### config.mk
export PLATFORM = sky130hd
export DESIGN_NAME = sa_operand_feeder
export DESIGN_NICKNAME = d
export VERILOG_FILES = /design/src/rtl/sa_pkg.sv /design/src/rtl/sa_skew_lane.sv /design/src/rtl/sa_operand_feeder.sv
export SDC_FILE = /design/constraint.sdc
export NUM_CORES = 1
export LEC_CHECK = 0
export BUFFER_PORTS_ARGS = -buffer_cell sky130_fd_sc_hd__buf_2
export CORE_ASPECT_RATIO = 1.25
export CORE_MARGIN = 2
export CORE_UTILIZATION = 55
export DETAILED_ROUTE_END_ITERATION = 12
export PLACE_DENSITY = 0.8
export REMOVE_ABC_BUFFERS = 1
export SLEW_MARGIN = 5
export SYNTH_ARGS = -nofsm -noshare
export SYNTH_HDL_FRONTEND = slang
export SYNTH_SLANG_ARGS = --single-unit
### constraint.sdc
create_clock -name CLK -period 2.19 [get_ports CLK]
set_input_delay 0 -clock CLK [delete_from_list [all_inputs] [get_ports CLK]]
set_output_delay 0 -clock CLK [all_outputs]
set_load 0.05 [all_outputs]
### src/rtl/sa_pkg.sv
// Shared definitions for the systolic array: operand/accumulator widths, the
// operand feeder state encoding and the flush-length helper.
package sa_pkg;

  localparam int unsigned DW    = 8;
  localparam int unsigned ACC_W = 19;

  typedef enum logic [2:0] {
    StIdle,
    StClear,
    StFeed,
    StFlush,
    StTail,
    StDone
  } feeder_state_e;

  // Zero slices needed to push the last real slice through both skew and array.
  function automatic int unsigned flush_len(input int unsigned n);
    return 2 * n - 1;
  endfunction

endpackage

### src/rtl/sa_skew_lane.sv
// One skew lane: a DEPTH-stage operand delay chain that shifts only on advance
// and can be synchronously zeroed.
module sa_skew_lane #(
  parameter int unsigned DEPTH = 1,
  parameter int unsigned DW    = 8
) (
  input  logic          CLK,
  input  logic          RST_N,
  input  logic          advance,
  input  logic          clear,
  input  logic [DW-1:0] d,
  output logic [DW-1:0] q
);

  logic [DW-1:0] stage_q [DEPTH];

  always_ff @(posedge CLK or negedge RST_N) begin
    if (!RST_N) begin
      for (int s = 0; s < int'(DEPTH); s++) begin
        stage_q[s] <= '0;
      end
    end else if (clear) begin
      for (int s = 0; s < int'(DEPTH); s++) begin
        stage_q[s] <= '0;
      end
    end else if (advance) begin
      stage_q[0] <= d;
      for (int s = 1; s < int'(DEPTH); s++) begin
        stage_q[s] <= stage_q[s-1];
      end
    end
  end

  assign q = stage_q[DEPTH-1];

endmodule

### src/rtl/sa_operand_feeder.sv
// Systolic array operand feeder: accepts K-slices, skews lane i by i cycles and
// drives PE_EN/PE_CLR. Optional stall counter: define SA_FEEDER_STALL_CNT_EN.
module sa_operand_feeder #(
  parameter int unsigned N     = 4,
  parameter int unsigned K_MAX = 8,
  parameter int unsigned DW    = sa_pkg::DW,
  localparam int unsigned KW   = $clog2(K_MAX + 1)
) (
  input  logic            CLK,
  input  logic            RST_N,
  input  logic            start,
  input  logic [KW-1:0]   k_len,
  input  logic            in_valid,
  output logic            in_ready,
  input  logic [N*DW-1:0] in_a,
  input  logic [N*DW-1:0] in_b,
  output logic [N*DW-1:0] A_row,
  output logic [N*DW-1:0] B_col,
  output logic            PE_EN,
  output logic            PE_CLR,
  output logic            busy,
  output logic            done,
  output logic [15:0]     stall_cycles
);

  import sa_pkg::*;

  localparam int unsigned FlushLen = flush_len(N);
  localparam int unsigned CW       = $clog2(K_MAX + FlushLen + 1);

  feeder_state_e   state_q, state_d;
  logic [KW-1:0]   k_len_q, k_len_d;
  logic [CW-1:0]   cnt_q, cnt_d;
  logic            pe_en_q;
  logic            feeding, flushing, clr, advance;
  logic [N*DW-1:0] a_d, b_d;

  assign feeding  = (state_q == StFeed);
  assign flushing = (state_q == StFlush);
  assign clr      = (state_q == StClear);
  assign advance  = (feeding && in_valid) || flushing;

  // Flush injects zeros so the tail of each lane drains without extra gating.
  assign a_d = feeding ? in_a : '0;
  assign b_d = feeding ? in_b : '0;

  always_comb begin
    state_d = state_q;
    k_len_d = k_len_q;
    cnt_d   = cnt_q;
    case (state_q)
      StIdle: begin
        if (start) begin
          state_d = StClear;
          k_len_d = (k_len > KW'(K_MAX)) ? KW'(K_MAX) : k_len;
        end
      end
      StClear: begin
        cnt_d   = '0;
        state_d = (k_len_q == '0) ? StFlush : StFeed;
      end
      StFeed: begin
        if (in_valid) begin
          if (cnt_q == CW'(k_len_q) - CW'(1)) begin
            cnt_d   = '0;
            state_d = StFlush;
          end else begin
            cnt_d = cnt_q + CW'(1);
          end
        end
      end
      StFlush: begin
        if (cnt_q == CW'(FlushLen - 1)) begin
          cnt_d   = '0;
          state_d = StTail;
        end else begin
          cnt_d = cnt_q + CW'(1);
        end
      end
      StTail:  state_d = StDone;
      StDone:  state_d = StIdle;
      default: state_d = StIdle;
    endcase
  end

  always_ff @(posedge CLK or negedge RST_N) begin
    if (!RST_N) begin
      state_q <= StIdle;
      k_len_q <= '0;
      cnt_q   <= '0;
      pe_en_q <= 1'b0;
    end else begin
      state_q <= state_d;
      k_len_q <= k_len_d;
      cnt_q   <= cnt_d;
      pe_en_q <= advance;
    end
  end

  assign in_ready = feeding;
  assign PE_EN    = pe_en_q;
  assign PE_CLR   = clr;
  assign busy     = (state_q != StIdle);
  assign done     = (state_q == StDone);

  for (genvar i = 0; i < N; i++) begin : g_lane
    sa_skew_lane #(
      .DEPTH (i + 1),
      .DW    (DW)
    ) u_a_lane (
      .CLK     (CLK),
      .RST_N   (RST_N),
      .advance (advance),
      .clear   (clr),
      .d       (a_d[i*DW +: DW]),
      .q       (A_row[i*DW +: DW])
    );

    sa_skew_lane #(
      .DEPTH (i + 1),
      .DW    (DW)
    ) u_b_lane (
      .CLK     (CLK),
      .RST_N   (RST_N),
      .advance (advance),
      .clear   (clr),
      .d       (b_d[i*DW +: DW]),
      .q       (B_col[i*DW +: DW])
    );
  end

`ifdef SA_FEEDER_STALL_CNT_EN
  logic [15:0] stall_q, stall_d;

  always_comb begin
    stall_d = stall_q;
    if (clr) begin
      stall_d = '0;
    end else if (feeding && !in_valid && (stall_q != 16'hFFFF)) begin
      stall_d = stall_q + 16'd1;
    end
  end

  always_ff @(posedge CLK or negedge RST_N) begin
    if (!RST_N) begin
      stall_q <= '0;
    end else begin
      stall_q <= stall_d;
    end
  end

  assign stall_cycles = stall_q;
`else
  assign stall_cycles = '0;
`endif

endmodule

**After elaboration in Yosys (flattened, before gate mapping)**

Index checks and enable logic that the tools add are counted.
Widths: inputs -> output; s select.

- $add $sub $neg: 2
- Multiply operators: 0
- Div/mod/pow operators: 0
- Magnitude comparators: 1
- Equality and inequality tests: 11
- Shifts and indexed selects: 0
- Mux-type cells: 29
- Bitwise gates (word level): 0
- Reductions and logical operators: 10

Operators by type and width:

| operator | number |
|---|---|
| $mux 32 | 6 |
| $mux 24 | 4 |
| $mux 16 | 4 |
| $mux 8 | 4 |
| $mux 4 | 4 |
| $pmux 3 s5 | 1 |
| $mux 3 | 4 |
| $pmux 4 s3 | 1 |
| $eq 3x2->1 const B | 2 |
| $eq 3x3->1 const B | 2 |
| $reduce_bool 3->1 | 2 |
| $add 4x1->4 const B | 1 |
| $eq 4x3->1 const B | 1 |
| $eq 4x4->1 | 1 |
| $gt 4x4->1 const B | 1 |
| $logic_not 4->1 | 1 |
| $ne 2x1->1 const B | 2 |
| $ne 2x2->1 const B | 2 |
| $reduce_and 2->1 | 2 |
| $reduce_and 4->1 | 1 |
| $sub 4x1->4 const B | 1 |
| $eq 3x1->1 const B | 1 |
| $logic_not 3->1 | 1 |
| $reduce_bool 2->1 | 1 |
| 3 further kinds | 3 |

- Register bits: 172
- Bits in latches: 0
- Bits in writable memories: 0
- Memory bits (read-only): 0
- Input bits: 72
- Output and inout port bits: 85
- Word-level logic and storage cells: 77
- Memories kept: 0

**Logic depth before layout (Yosys ltp)**

Gate-level depths: netlist (run 1).

- Depth in word-level cells: 5
- Mapped depth: 8
- Mapped depth without buffers: 7

**By module**

A second synthesis (run 1) with hierarchy kept.

- Cell total of the unflattened synthesis: 741
- Area total of the unflattened synthesis: 8319.2 µm²

By module, submodules not included:

| module | instances | cells an instance | area each (µm²) | seq. area each (µm²) |
|---|---|---|---|---|
| sa_skew_lane at g_lane[3].u_a_lane ... | 2 | 111 | 1383.8 | 800.8 |
| sa_skew_lane at g_lane[2].u_a_lane ... | 2 | 85 | 1049.8 | 600.6 |
| sa_skew_lane at g_lane[1].u_a_lane ... | 2 | 60 | 720.7 | 400.4 |
| sa_operand_feeder | 1 | 177 | 1360.1 | 300.3 |
| sa_skew_lane at g_lane[0].u_a_lane ... | 2 | 26 | 325.3 | 200.2 |

**Least setup slack after synthesis (run 1)**

Ideal clock, no wire load.

- Kind: flip-flop to flip-flop
- Start: reg state_q[0]
- End: reg k_len_q[3]
- Arrival: 1674 ps
- Data required time: 2065 ps
- Slack: 391 ps
- Stages on the path, launching flop included: 5
- Buffers on the path: 1
- Cells stage by stage: dfrtp_1 > buf_2 > or3_1 > nor2_4 > mux2_2

- Longest elaborated chain between the ends: 2

Ends and longest elaborated chain:

| element | line | RTL |
|---|---|---|
| from (decl) | sa_operand_feeder.sv:31 | `feeder_state_e state_q, state_d;` |
| from (signal assigned) | sa_operand_feeder.sv:88 | `state_q <= StIdle;` |
| from (signal assigned) | sa_operand_feeder.sv:93 | `state_q <= state_d;` |
| $logic_not 3->1 | sa_operand_feeder.sv:51 | `case (state_q)` |
| $reduce_and 2->1 (no line) | n/a |  |
| to (signal assigned) | sa_operand_feeder.sv:94 | `k_len_q <= k_len_d;` |
| to (decl) | sa_operand_feeder.sv:32 | `logic [KW-1:0] k_len_q, k_len_d;` |

No other way between the ends.
A chain may end at the register's enable or synchronous reset.

**Worst setup path in the final report (run 1)**

- Start: reg state_q[0]
- End: reg k_len_q[1]

Same word-level chain as after synthesis.

==> tab_implementation.tex, run 1 <==
\begin{tabular}{lr}
\hline
Metric & Value \\
\hline
\multicolumn{2}{l}{\textbf{Global routing}} \\
\quad Antenna violations before repair & 0 \\
\quad Largest net degree at the start of global routing & 65 \\
\quad Overall track demand over capacity in global routing & 23.47\% \\
\quad Overflow left after global routing & 0 \\
\quad Number of global-route vias before repair & 5718 \\
\quad First-pass GRT wire length & 27170 um \\
\multicolumn{2}{l}{\textbf{Power}} \\
\quad Combinational share of power & 44.4\% \\
\quad Worst ir drop on vdd & 0.9603 mV \\
\quad Total power & 15.19 mW \\
\quad PwrDens & 1633 nW/um\^{}2 \\
\quad Sw frac & 46.15\% \\
\quad Lkg Pwr & 4.734 nW \\
\quad Part of the power in the clock network & 19.3\% \\
\quad Switching component of the power & 7.012 mW \\
\quad Internal & 8.182 mW \\
\quad Sequential Power Share & 36.3\% \\
\multicolumn{2}{l}{\textbf{Synthesis}} \\
\quad Share of the yosys chip area belonging to registers & 57.30\% \\
\quad Post-synth top area cell & sky130\_fd\_sc\_hd\_\_dfrtp\_1 \\
\quad Syn Area/Cell & 9.161 um\^{}2 \\
\quad Cell with the most instances after synthesis & sky130\_fd\_sc\_hd\_\_nand2\_1 \\
\quad Top cell type's share of synthesized area & 57.30\% \\
\quad Count of warnings emitted by yosys & 0 \\
\quad Register bit total from synthesis & 172 \\
\quad Post-synth top flop & sky130\_fd\_sc\_hd\_\_dfrtp\_1 \\
\quad Number of cells produced by synthesis & 820 \\
\quad Main area contributors after synthesis & sky130\_fd\_sc\_hd\_\_dfrtp\_1 (57\%), sky130\_fd\_sc\_hd\_\_nand2\_1 (15\%), sky130\_fd\_sc\_hd\_\_buf\_4 (7.2\%) \\
\quad Post-Syn Area & 7512 um\^{}2 \\
\quad Ranking of synthesized cells by instance count & sky130\_fd\_sc\_hd\_\_nand2\_1 (298), sky130\_fd\_sc\_hd\_\_dfrtp\_1 (172), sky130\_fd\_sc\_hd\_\_a21oi\_1 (89) \\
\quad Number of unique standard cell types used by synthesis & 41 \\
\quad EDFF count, synth & 0 \\
\quad Post-synthesis async set-or-reset flop share & 100.0\% \\
\multicolumn{2}{l}{\textbf{Layout}} \\
\quad Final core utilization & 69.99\% \\
\quad Net count of the finished layout & 1043 \\
\quad Total inserted antenna cells & 0 \\
\quad Share of cells above drive strength 1 & 20.69\% \\
\quad Area added between synthesis and finish & 23.82\% \\
\multicolumn{2}{l}{\textbf{Worst hold path}} \\
\quad Worst min path class & in2reg \\
\quad Worst min-delay path startpoint & in\_valid \\
\quad Worst Hold Depth & 3 \\
\quad Worst Hold End & PE\_EN \\
\multicolumn{2}{l}{\textbf{STA}} \\
\quad Tmin final & 2.113 ns \\
\quad Max Freq & 473.3 MHz \\
\quad Number of setup violations in the final report & 0 \\
\quad Final max-slew violation count & 0 \\
\quad Skew final & 0.01254 ns \\
\quad Slew headroom & 59.35\% \\
\quad Final Hold Vio Count & 0 \\
\quad Unrepaired setup endpoints after global routing & false \\
\quad Final cycle utilization of the critical path & 96.47\% \\
\quad Worst Max-Slew Pin Slew & 0.6098 ns \\
\multicolumn{2}{l}{\textbf{Critical path}} \\
\quad Startpoint type of the worst setup path & register \\
\quad Worst R2R Start & state\_q[0] \\
\quad Worst setup path class & reg2reg \\
\quad Endpoint type of the worst setup path & register \\
\quad Logic depth of the worst register-to-register path & 6 \\
\quad Capturing point of the worst reg2reg path & k\_len\_q[1] \\
\quad Required time of the critical path & 2.51 ns \\
\quad Worst path arrival time & 2.44 ns \\
\quad Flop-to-flop setup slack & 0.08 ns \\
\quad Worst-path maximum fanout & 10 \\
\multicolumn{2}{l}{\textbf{Clocking}} \\
\quad Level count of the clock H-tree & 4 \\
\quad Clock latency at the later pin of the worst-skew pair & 0.42 ns \\
\quad Number of CTS-inserted buffers & 17 \\
\quad Clock slew seen by the registers of the worst setup and hold paths & 0.06 ns \\
\quad Master cell of the clock root buffer & sky130\_fd\_sc\_hd\_\_clkbuf\_16 \\
\quad Number of setup buffers added after CTS & 0 \\
\quad Sink Count & 172 \\
\quad CTS tree & yes \\
\quad Maximum buffer depth of the clock tree & 2 \\
\multicolumn{2}{l}{\textbf{Route}} \\
\quad Number of search-and-repair iterations in the first detailed-routing pass & 5 \\
\quad Antenna Nets Post-Route & 0 \\
\quad Final wirelength & 16520 um \\
\quad Number of DRC violations after detailed routing & 0 \\
\quad DR WL/cell & 14.34 um \\
\quad Starting DRC count in detailed routing & 295 \\
\quad Avg Vias per Cell & 5.136 \\
\quad Vias after detailed routing & 5917 \\
\multicolumn{2}{l}{\textbf{Flow run}} \\
\quad Maximum Capacitance Violations & 0 \\
\multicolumn{2}{l}{\textbf{Floorplanning}} \\
\quad Die height & 134.7 um \\
\quad Number of placement rows & 47 \\
\quad I/O Pins & 157 \\
\quad Core Region & 13290 um\^{}2 \\
\quad Initial cell density of the core & 56.52\% \\
\quad Die boundary width & 108.5 um \\
\quad Die area & 14620 um\^{}2 \\
\multicolumn{2}{l}{\textbf{Place}} \\
\quad IO Port Bufs & 140 \\
\quad DP Wirelength & 9619 um \\
\quad Routability-driven placement congestion ratio & 0.7735 \\
\multicolumn{2}{l}{\textbf{Status}} \\
\quad Result of the run & complete, no violations \\
\hline
\end{tabular}
## stage by stage
stage / instances / TNS (ns) / cell area (um^2) / hold slack (ns) / worst slack [ns]
after floorplan: 718 / -210.06 / 6823 / -0.2956 / -1.818
after global placement: 1047 / 0 / 7981 / 0.03328 / 0.4165
after detailed placement: 1047 / 0 / 7981 / 0.03609 / 0.3661
after CTS: 1152 / 0 / 9299 / 0.1047 / 0.07573
after global routing: 1152 / 0 / 9301 / 0.1344 / 0.009780
final: 1152 / 0 / 9301 / 0.1219 / 0.07738
## state kept, by name (all words and copies together), names as in the netlist
signal and flops:
g_lane.u_b_lane.stage_q 48, cnt_q 4, g_lane.u_b_lane.q 32, g_lane.u_a_lane.q 32
g_lane.u_a_lane.stage_q 48, k_len_q 4, state_q 3, PE_EN 1
## worst max-delay path, cell delays in order (launching register included)
cell	delay [ns]
sky130_fd_sc_hd__dfrtp_2	0.48
sky130_fd_sc_hd__buf_4	0.19
sky130_fd_sc_hd__or3_1	0.43
sky130_fd_sc_hd__nor2_4	0.18
sky130_fd_sc_hd__nand3b_1	0.10
sky130_fd_sc_hd__dlygate4sd3_1	0.56
sky130_fd_sc_hd__o21ai_0	0.09
## worst max-delay path by stage
| stage | startpoint | to | slack, ns | cells past startpoint |
|---|---|---|---|---|
| 2_1_floorplan | state_q[0] | state_q[1] | -1.82 | 2 |
| 3_3_place_gp | state_q[0] | cnt_q[0] | 0.42 | 5 |
| 3_5_place_dp | state_q[0] | g_lane[1].u_b_lane.q[4] | 0.37 | 4 |
| 4_1_cts | state_q[0] | k_len_q[0] | 0.08 | 6 |
| 5_1_grt | state_q[0] | k_len_q[1] | 0.01 | 6 |
| 6_report | state_q[0] | k_len_q[1] | 0.08 | 6 |
## routing by layer
layer	track usage [%]	part of all wire, %	up-vias
met5	0	0	-
met4	7.692	1.5	0
met3	4.971	4.4	21
met2	38.68	51	154
met1	31.07	43	2853
li1	-	-	2889
## cells by family after synthesis
kind of cell	synth area share (%)
adder cells (fa/ha/maj)	0.4997
AO/OA/AOI/OAI	9.244
XOR/XNOR	0.6995
multiplexers	0.1499
AND/OR/NAND/NOR	21.69
buffers and inverters	10.38
flip-flops	57.30
other	0.04992
## cells in the final DEF, fill, tap and decap left out, types with 2 or more instances in the layout
master                          instances
sky130_fd_sc_hd__a21oi_1               89
sky130_fd_sc_hd__a22o_1                11
sky130_fd_sc_hd__a22oi_1                6
sky130_fd_sc_hd__and3b_1                2
sky130_fd_sc_hd__buf_12                 6
sky130_fd_sc_hd__buf_2                139
sky130_fd_sc_hd__buf_4                 12
sky130_fd_sc_hd__clkbuf_16             17
sky130_fd_sc_hd__clkbuf_8               4
sky130_fd_sc_hd__clkinv_2               2
sky130_fd_sc_hd__clkinv_4               2
sky130_fd_sc_hd__clkinvlp_4             2
sky130_fd_sc_hd__conb_1                16
sky130_fd_sc_hd__dfrtp_1              170
sky130_fd_sc_hd__dfrtp_2                2
sky130_fd_sc_hd__dlygate4sd3_1         73
sky130_fd_sc_hd__ha_1                   3
sky130_fd_sc_hd__inv_1                  8
sky130_fd_sc_hd__inv_6                  4
sky130_fd_sc_hd__nand2_1              298
sky130_fd_sc_hd__nand3_1               61
sky130_fd_sc_hd__nand3b_1               3
sky130_fd_sc_hd__nor2_1                 6
sky130_fd_sc_hd__nor2_4                 3
sky130_fd_sc_hd__o21ai_0               11
sky130_fd_sc_hd__o21ai_1                3
sky130_fd_sc_hd__xnor2_1                4
sky130_fd_sc_hd__xor2_1                 2
## power by group through the flow
stage / clock, mW / combinational [mW] / sequential, mW
floorplan: 0 / 2.74 / 7.29
global placement: 0 / 6.54 / 5.49
detailed placement: 0 / 6.66 / 5.54
CTS: 3.00 / 6.78 / 5.50
global route: 3.12 / 7.31 / 5.70
finish: 2.93 / 6.75 / 5.51
## area by class of cell
type                    count  area [um^2]
clock buffers              22        484.2
clock inverters            10        102.6
fillers                  1000         3989
inverters                   9        35.03
multi-input cells         537         2511
flip-flops and latches    172         4307
well taps                 171        214.0
repair buffers            231         1648
## repair_timing
action                                  4_1_cts  5_1_grt
gates resized for setup                       0        2
endpoints found under the setup margin        0        3
hold endpoints to repair                    129        0
hold buffers                                 73        0
(Power assumes the default switching activity.)
==> run 2: changes to the inputs <==
PLACE_DENSITY = 0.9   (was 0.8)
==> tab_implementation.tex, run 2 (synthesized netlist as in run 1, its figures left out) <==
\begin{tabular}{lr}
\hline
Metric & Value \\
\hline
\multicolumn{2}{l}{\textbf{STA}} \\
\quad Worst hold margin & 0.03220 ns (was 0.1219 ns) \\
\quad Tmin final & 2.090 ns (was 2.113 ns) \\
\quad Crit path setup slack, layout & 0.09960 ns (was 0.07738 ns) \\
\quad Skew final & 0.007965 ns (was 0.01254 ns) \\
\quad Unrepaired setup endpoints after global routing & false (unchanged) \\
\quad Max Freq & 478.4 MHz (was 473.3 MHz) \\
\quad Final Hold Vio Count & 0 (unchanged) \\
\quad Number of setup violations in the final report & 0 (unchanged) \\
\quad Final max-slew violation count & 0 (unchanged) \\
\quad Final cycle utilization of the critical path & 95.45\% (was 96.47\%) \\
\multicolumn{2}{l}{\textbf{Clocking}} \\
\quad Number of CTS-inserted buffers & 17 (unchanged) \\
\quad CTS tree & yes (unchanged) \\
\quad Clock latency at the later pin of the worst-skew pair & 0.42 ns (about the same) \\
\quad Master cell of the clock root buffer & sky130\_fd\_sc\_hd\_\_clkbuf\_16 (unchanged) \\
\quad Clock slew seen by the registers of the worst setup and hold paths & 0.06 ns (about the same) \\
\quad Maximum buffer depth of the clock tree & 2 (unchanged) \\
\quad Number of setup buffers added after CTS & 0 (unchanged) \\
\quad Sink Count & 172 (unchanged) \\
\quad Level count of the clock H-tree & 4 (unchanged) \\
\multicolumn{2}{l}{\textbf{Power}} \\
\quad PwrDens & 1658 nW/um\^{}2 (was 1633 nW/um\^{}2) \\
\quad Sequential Power Share & 36.3\% (about the same) \\
\quad Switching component of the power & 7.179 mW (was 7.012 mW) \\
\quad Lkg Pwr & 4.709 nW (was 4.734 nW) \\
\quad Sw frac & 46.73\% (was 46.15\%) \\
\quad Part of the power in the clock network & 19.5\% (was 19.3\%) \\
\quad Worst ir drop on vdd & 1.297 mV (was 0.9603 mV) \\
\quad Combinational share of power & 44.2\% (was 44.4\%) \\
\quad Internal & 8.185 mW (was 8.182 mW) \\
\multicolumn{2}{l}{\textbf{Critical path}} \\
\quad Slowest cell on crit path & sky130\_fd\_sc\_hd\_\_dlygate4sd3\_1 (unchanged) \\
\quad Worst setup path class & reg2reg (unchanged) \\
\quad Worst path arrival time & 2.43 ns (was 2.44 ns) \\
\quad Startpoint type of the worst setup path & register (unchanged) \\
\quad Logic depth of the worst register-to-register path & 6 (unchanged) \\
\quad Required time of the critical path & 2.53 ns (was 2.51 ns) \\
\quad Critical Path, Cell by Cell & buf\_4 > or3\_1 > nor2\_4 > nand3b\_1 > dlygate4sd3\_1 > o21ai\_0 (unchanged) \\
\quad Worst-path maximum fanout & 14 (was 10) \\
\quad Endpoint type of the worst setup path & register (unchanged) \\
\quad Largest stage delay, worst path & 0.57 ns (was 0.56 ns) \\
\multicolumn{2}{l}{\textbf{Global routing}} \\
\quad Overflow left after global routing & 0 (unchanged) \\
\quad Antenna violations before repair & 0 (unchanged) \\
\quad Largest net degree at the start of global routing & 88 (was 65) \\
\quad Overall track demand over capacity in global routing & 25.66\% (was 23.47\%) \\
\quad First-pass GRT wire length & 28970 um (was 27170 um) \\
\quad Number of global-route vias before repair & 5990 (was 5718) \\
\multicolumn{2}{l}{\textbf{Layout}} \\
\quad Area added between synthesis and finish & 23.38\% (was 23.82\%) \\
\quad Largest registers & g\_lane.u\_a\_lane.stage\_q: 48 flops, g\_lane.u\_b\_lane.stage\_q: 48 flops (unchanged) \\
\quad Share of cells above drive strength 1 & 20.29\% (was 20.69\%) \\
\quad Net count of the finished layout & 1038 (was 1043) \\
\quad Most common cell after layout, fill and taps aside & sky130\_fd\_sc\_hd\_\_nand2\_1 (unchanged) \\
\quad Fillcell total & 947 (was 1000) \\
\quad Most frequent cells in the layout & sky130\_fd\_sc\_hd\_\_nand2\_1 (298), sky130\_fd\_sc\_hd\_\_dfrtp\_1 (171), sky130\_fd\_sc\_hd\_\_buf\_2 (139) (was sky130\_fd\_sc\_hd\_\_nand2\_1 (298), sky130\_fd\_sc\_hd\_\_dfrtp\_1 (170), sky130\_fd\_sc\_hd\_\_buf\_2 (139)) \\
\multicolumn{2}{l}{\textbf{Route}} \\
\quad Starting DRC count in detailed routing & 519 (was 295) \\
\quad Number of search-and-repair iterations in the first detailed-routing pass & 5 (unchanged) \\
\quad Final wirelength & 17970 um (was 16520 um) \\
\quad Number of DRC violations after detailed routing & 0 (unchanged) \\
\quad Vias after detailed routing & 6014 (was 5917) \\
\quad DR WL/cell & 15.66 um (was 14.34 um) \\
\quad Avg Vias per Cell & 5.239 (was 5.136) \\
\quad Antenna Nets Post-Route & 0 (unchanged) \\
\multicolumn{2}{l}{\textbf{Place}} \\
\quad Routability-driven placement congestion ratio & 0.7556 (was 0.7735) \\
\quad DP Wirelength & 9921 um (was 9619 um) \\
\quad IO Port Bufs & 140 (unchanged) \\
\quad Place WS & 0.3811 ns (was 0.3661 ns) \\
\multicolumn{2}{l}{\textbf{Worst hold path}} \\
\quad Worst Hold Depth & 4 (was 3) \\
\quad Worst min path class & in2reg (unchanged) \\
\multicolumn{2}{l}{\textbf{Floorplanning}} \\
\quad Die boundary width & 108.5 um (unchanged) \\
\quad Number of placement rows & 47 (unchanged) \\
\quad Die height & 134.7 um (unchanged) \\
\quad Initial cell density of the core & 56.52\% (unchanged) \\
\quad Core Region & 13290 um\^{}2 (unchanged) \\
\quad I/O Pins & 157 (unchanged) \\
\quad Die area & 14620 um\^{}2 (unchanged) \\
\multicolumn{2}{l}{\textbf{Flow run}} \\
\quad Maximum Capacitance Violations & 0 (unchanged) \\
\multicolumn{2}{l}{\textbf{Status}} \\
\quad Result of the run & complete, no violations (unchanged) \\
\hline
\end{tabular}
-- run 2: cell count changes in the layout (fill, tap and decap cells not counted), sizes merged --
cell / delta
clkinv: -3
clkinvlp: +3
dlygate4sd3: -3
buf: -2
bufinv: +1
clkbuf: -1
diode: +1
-- run 2: path summary, 6_finish.rpt --
path,to,from,slack (ns)
worst max-delay path,k_len_q[2],state_q[2],0.1
worst min-delay path,k_len_q[2],start,0.03
worst max register to register,k_len_q[2],state_q[2],0.1
worst min register to register,g_lane[2].u_b_lane.stage_q[16],g_lane[2].u_b_lane.stage_q[16],0.47
max in group asynchronous,g_lane[3].u_b_lane.stage_q[28],RST_N,1.31
min in group asynchronous,k_len_q[3],RST_N,0.10
-- run 2: final cells by class --
type	instances	area, um^2	share of cell area [%]
inverters	9	35.03	0.3780
clock buffers	21	450.4	4.860
repair buffers	226	1615	17.43
clock inverters	11	135.1	1.458
flip-flops and latches	172	4305	46.45
well taps	171	214.0	2.308
multi-input cells	537	2511	27.09
diodes	1	2.502	0.02700
-- run 2: layer usage --
| metal | part of all wire, % | track usage (%) |
|---|---|---|
| met5 | 0 | 0 |
| met4 | 3.0 | 12.61 |
| met3 | 4.7 | 5.164 |
| met2 | 52 | 43.33 |
| met1 | 40 | 31.25 |
-- run 2: what timing repair did --
action,4_1_cts,5_1_grt
hold buffers,70,0
resized for setup,0,1
endpoints found under the hold margin,210,0
endpoints found under the setup margin,0,1
-- run 2: power by group through the flow --
stage | clock, mW | sequential [mW] | combinational [mW]
2_1_floorplan | 0 | 7.29 | 2.74
3_3_place_gp | 0 | 5.50 | 6.42
3_5_place_dp | 0 | 5.57 | 6.61
4_1_cts | 3.05 | 5.54 | 6.71
5_1_grt | 3.18 | 5.75 | 7.33
6_report | 3.00 | 5.58 | 6.78
-- run 2: worst max-delay path, delay by kind of cell (launching register included) --
kind	cells	cell delay (ns)
AOI/OAI and AO/OA	1	0.08
DFF	1	0.48
buffers and inverters	2	0.80
and+or+nand+nor	3	0.64
-- run 2: per-stage QoR --
stage,instance area (um^2),util [%],TNS (ns),total power [mW],cells
floorplan,6823,-,-210.06,10.03,718
global placement,7979,60.04,0,11.92,1045
detailed placement,7979,60.04,0,12.18,1045
CTS,9265,69.71,0,15.30,1147
global route,9266,69.72,0,16.27,1147
finish,9269,69.74,0,15.36,1148
==> run 3: changes to the inputs <==
RECOVER_POWER = 25   (was unset)
==> tab_implementation.tex, run 3 (synthesized netlist as in run 1, its figures left out) <==
\begin{tabular}{lr}
\hline
Metric & Value \\
\hline
\multicolumn{2}{l}{\textbf{Critical path}} \\
\quad Logic depth of the worst register-to-register path & 6 (unchanged) \\
\quad Worst path arrival time & 2.44 ns (was 2.43 ns) \\
\quad Worst setup path class & reg2reg (unchanged) \\
\quad Flop-to-flop setup slack & 0.09 ns (was 0.1 ns) \\
\quad Startpoint type of the worst setup path & register (unchanged) \\
\quad Endpoint type of the worst setup path & register (unchanged) \\
\quad Worst R2R Start & state\_q[2] (unchanged) \\
\quad Worst-path maximum fanout & 14 (unchanged) \\
\quad Required time of the critical path & 2.53 ns (about the same) \\
\quad Largest stage delay, worst path & 0.57 ns (about the same) \\
\quad Slowest cell on crit path & sky130\_fd\_sc\_hd\_\_dlygate4sd3\_1 (unchanged) \\
\quad Capturing point of the worst reg2reg path & k\_len\_q[2] (unchanged) \\
\quad Critical Path, Cell by Cell & buf\_4 > or3\_1 > nor2\_4 > nand3b\_1 > dlygate4sd3\_1 > o21ai\_0 (unchanged) \\
\multicolumn{2}{l}{\textbf{Route}} \\
\quad Avg Vias per Cell & 5.221 (was 5.239) \\
\quad Number of search-and-repair iterations in the first detailed-routing pass & 7 (was 5) \\
\quad Final wirelength & 17920 um (was 17970 um) \\
\quad DR WL/cell & 15.61 um (was 15.66 um) \\
\quad Starting DRC count in detailed routing & 521 (was 519) \\
\quad Vias after detailed routing & 5994 (was 6014) \\
\quad Number of DRC violations after detailed routing & 0 (unchanged) \\
\quad Antenna Nets Post-Route & 0 (unchanged) \\
\multicolumn{2}{l}{\textbf{Global routing}} \\
\quad Overall track demand over capacity in global routing & 25.66\% (unchanged) \\
\quad Overflow left after global routing & 0 (unchanged) \\
\quad Number of global-route vias before repair & 5990 (unchanged) \\
\quad Antenna violations before repair & 0 (unchanged) \\
\quad First-pass GRT wire length & 28970 um (unchanged) \\
\quad Largest net degree at the start of global routing & 88 (unchanged) \\
\multicolumn{2}{l}{\textbf{Floorplanning}} \\
\quad Die area & 14620 um\^{}2 (unchanged) \\
\quad Die boundary width & 108.5 um (unchanged) \\
\quad Die height & 134.7 um (unchanged) \\
\quad I/O Pins & 157 (unchanged) \\
\quad Number of placement rows & 47 (unchanged) \\
\quad Core Region & 13290 um\^{}2 (unchanged) \\
\quad Initial cell density of the core & 56.52\% (unchanged) \\
\multicolumn{2}{l}{\textbf{STA}} \\
\quad Final Hold Vio Count & 0 (unchanged) \\
\quad Unrepaired setup endpoints after global routing & false (unchanged) \\
\quad Worst Max-Slew Pin Slew & 1.322 ns \\
\quad Skew final & 0.009441 ns (was 0.007965 ns) \\
\quad Slew headroom & 11.85\% \\
\quad Final max-slew violation count & 0 (unchanged) \\
\quad Number of setup violations in the final report & 0 (unchanged) \\
\quad Tmin final & 2.100 ns (was 2.090 ns) \\
\quad Final cycle utilization of the critical path & 95.87\% (was 95.45\%) \\
\quad Crit path setup slack, layout & 0.09048 ns (was 0.09960 ns) \\
\quad Max Freq & 476.3 MHz (was 478.4 MHz) \\
\multicolumn{2}{l}{\textbf{Flow run}} \\
\quad Maximum Capacitance Violations & 0 (unchanged) \\
\multicolumn{2}{l}{\textbf{Clocking}} \\
\quad Clock slew seen by the registers of the worst setup and hold paths & 0.06 ns (about the same) \\
\quad Number of setup buffers added after CTS & 0 (unchanged) \\
\quad Clock latency at the later pin of the worst-skew pair & 0.42 ns (about the same) \\
\quad CTS tree & yes (unchanged) \\
\quad Level count of the clock H-tree & 4 (unchanged) \\
\quad Number of CTS-inserted buffers & 17 (unchanged) \\
\quad Master cell of the clock root buffer & sky130\_fd\_sc\_hd\_\_clkbuf\_16 (unchanged) \\
\quad Sink Count & 172 (unchanged) \\
\quad Maximum buffer depth of the clock tree & 2 (unchanged) \\
\multicolumn{2}{l}{\textbf{Layout}} \\
\quad Most frequent cells in the layout & sky130\_fd\_sc\_hd\_\_nand2\_1 (298), sky130\_fd\_sc\_hd\_\_dfrtp\_1 (171), sky130\_fd\_sc\_hd\_\_buf\_2 (139) (unchanged) \\
\quad Fillcell total & 951 (was 947) \\
\quad Largest registers & g\_lane.u\_a\_lane.stage\_q: 48 flops, g\_lane.u\_b\_lane.stage\_q: 48 flops (unchanged) \\
\quad Net count of the finished layout & 1038 (unchanged) \\
\quad Most common cell after layout, fill and taps aside & sky130\_fd\_sc\_hd\_\_nand2\_1 (unchanged) \\
\quad Area added between synthesis and finish & 23.13\% (was 23.38\%) \\
\quad Sequential cell area & 4305 um\^{}2 (unchanged) \\
\quad Share of cells above drive strength 1 & 20.29\% (unchanged) \\
\quad Cell Count, Final, Fillers Out & 1148 (unchanged) \\
\quad Area of the multi-input gates & 2511 um\^{}2 (unchanged) \\
\multicolumn{2}{l}{\textbf{Power}} \\
\quad Worst ir drop on vdd & 1.288 mV (was 1.297 mV) \\
\quad Lkg Pwr & 4.702 nW (was 4.709 nW) \\
\quad PwrDens & 1659 nW/um\^{}2 (was 1658 nW/um\^{}2) \\
\multicolumn{2}{l}{\textbf{Place}} \\
\quad IO Port Bufs & 140 (unchanged) \\
\quad Routability-driven placement congestion ratio & 0.7556 (unchanged) \\
\quad Place WS & 0.3811 ns (unchanged) \\
\quad Placed cell count & 1045 (unchanged) \\
\quad DP Wirelength & 9921 um (unchanged) \\
\multicolumn{2}{l}{\textbf{Worst hold path}} \\
\quad Worst Hold Depth & 4 (unchanged) \\
\quad Worst min path class & in2reg (unchanged) \\
\quad Worst Hold End & k\_len\_q[2] (unchanged) \\
\quad Worst min-delay path startpoint & start (unchanged) \\
\multicolumn{2}{l}{\textbf{Status}} \\
\quad Result of the run & complete, no violations (unchanged) \\
\hline
\end{tabular}
[run 3: cell types whose count changed in the layout (fill, tap and decap cells not counted)]
| cell | before | now |
|---|---|---|
| sky130_fd_sc_hd__buf_12 | 7 | 6 |
| sky130_fd_sc_hd__buf_6 | 1 | 0 |
| sky130_fd_sc_hd__clkbuf_2 | 0 | 1 |
| sky130_fd_sc_hd__clkbuf_4 | 0 | 1 |
[run 3: cell type report]
class | instances | area share [%]
antenna | 1 | 0.02705
timing repair buffer | 226 | 17.26
clock inverter | 11 | 1.461
inverter | 9 | 0.3787
tap | 171 | 2.313
multi-input combinational | 537 | 27.15
sequential | 172 | 46.54
clock buffer | 21 | 4.869
[run 3: critical path: cells and delay by family, from the launching register on]
kind | cells | cell delay, ns
compound gates | 1 | 0.08
flops | 1 | 0.48
buf+inv | 2 | 0.80
simple gates | 3 | 0.64
[run 3: timing repair]
| action | 4_1_cts | 5_1_grt |
|---|---|---|
| setup endpoints to repair | 0 | 1 |
| hold buffers | 70 | 0 |
| resized for setup | 0 | 1 |
| endpoints found under the hold margin | 210 | 0 |
[run 3: worst max-delay path by stage]
stage	cells after the start	endpoint	from	slack [ns]
5_1_grt	6	k_len_q[2]	state_q[2]	0.03
3_5_place_dp	6	g_lane[2].u_b_lane.q[7]	state_q[1]	0.38
4_1_cts	4	PE_CLR	state_q[0]	0.09
2_1_floorplan	2	state_q[1]	state_q[0]	-1.82
3_3_place_gp	7	cnt_q[2]	k_len_q[0]	0.47
6_report	6	k_len_q[2]	state_q[2]	0.09
[run 3: power by group]
group	internal [mW]	switching [mW]
registers	4.65	0.934
logic	1.81	4.96
clock network	1.73	1.27
total	8.18	7.17
[run 3: per-stage QoR]
step / hold slack (ns) / utilization, % / area, um^2 / total power [mW] / TNS (ns)
5_1_grt: 0.04762 / 69.58 / 9248 / 16.26 / 0
2_1_floorplan: -0.2956 / - / 6823 / 10.03 / -210.06
3_3_place_gp: -0.01274 / 60.04 / 7979 / 11.92 / 0
4_1_cts: 0.007124 / 69.71 / 9265 / 15.30 / 0
6_report: 0.02753 / 69.60 / 9250 / 15.35 / 0
3_5_place_dp: -0.005790 / 60.04 / 7979 / 12.18 / 0
[run 3: per-layer routing]
metal	GRT usage, %	share of wire [%]
met3	5.164	4.6
met5	0	0
met1	31.25	40
met4	12.61	3.0
met2	43.33	53
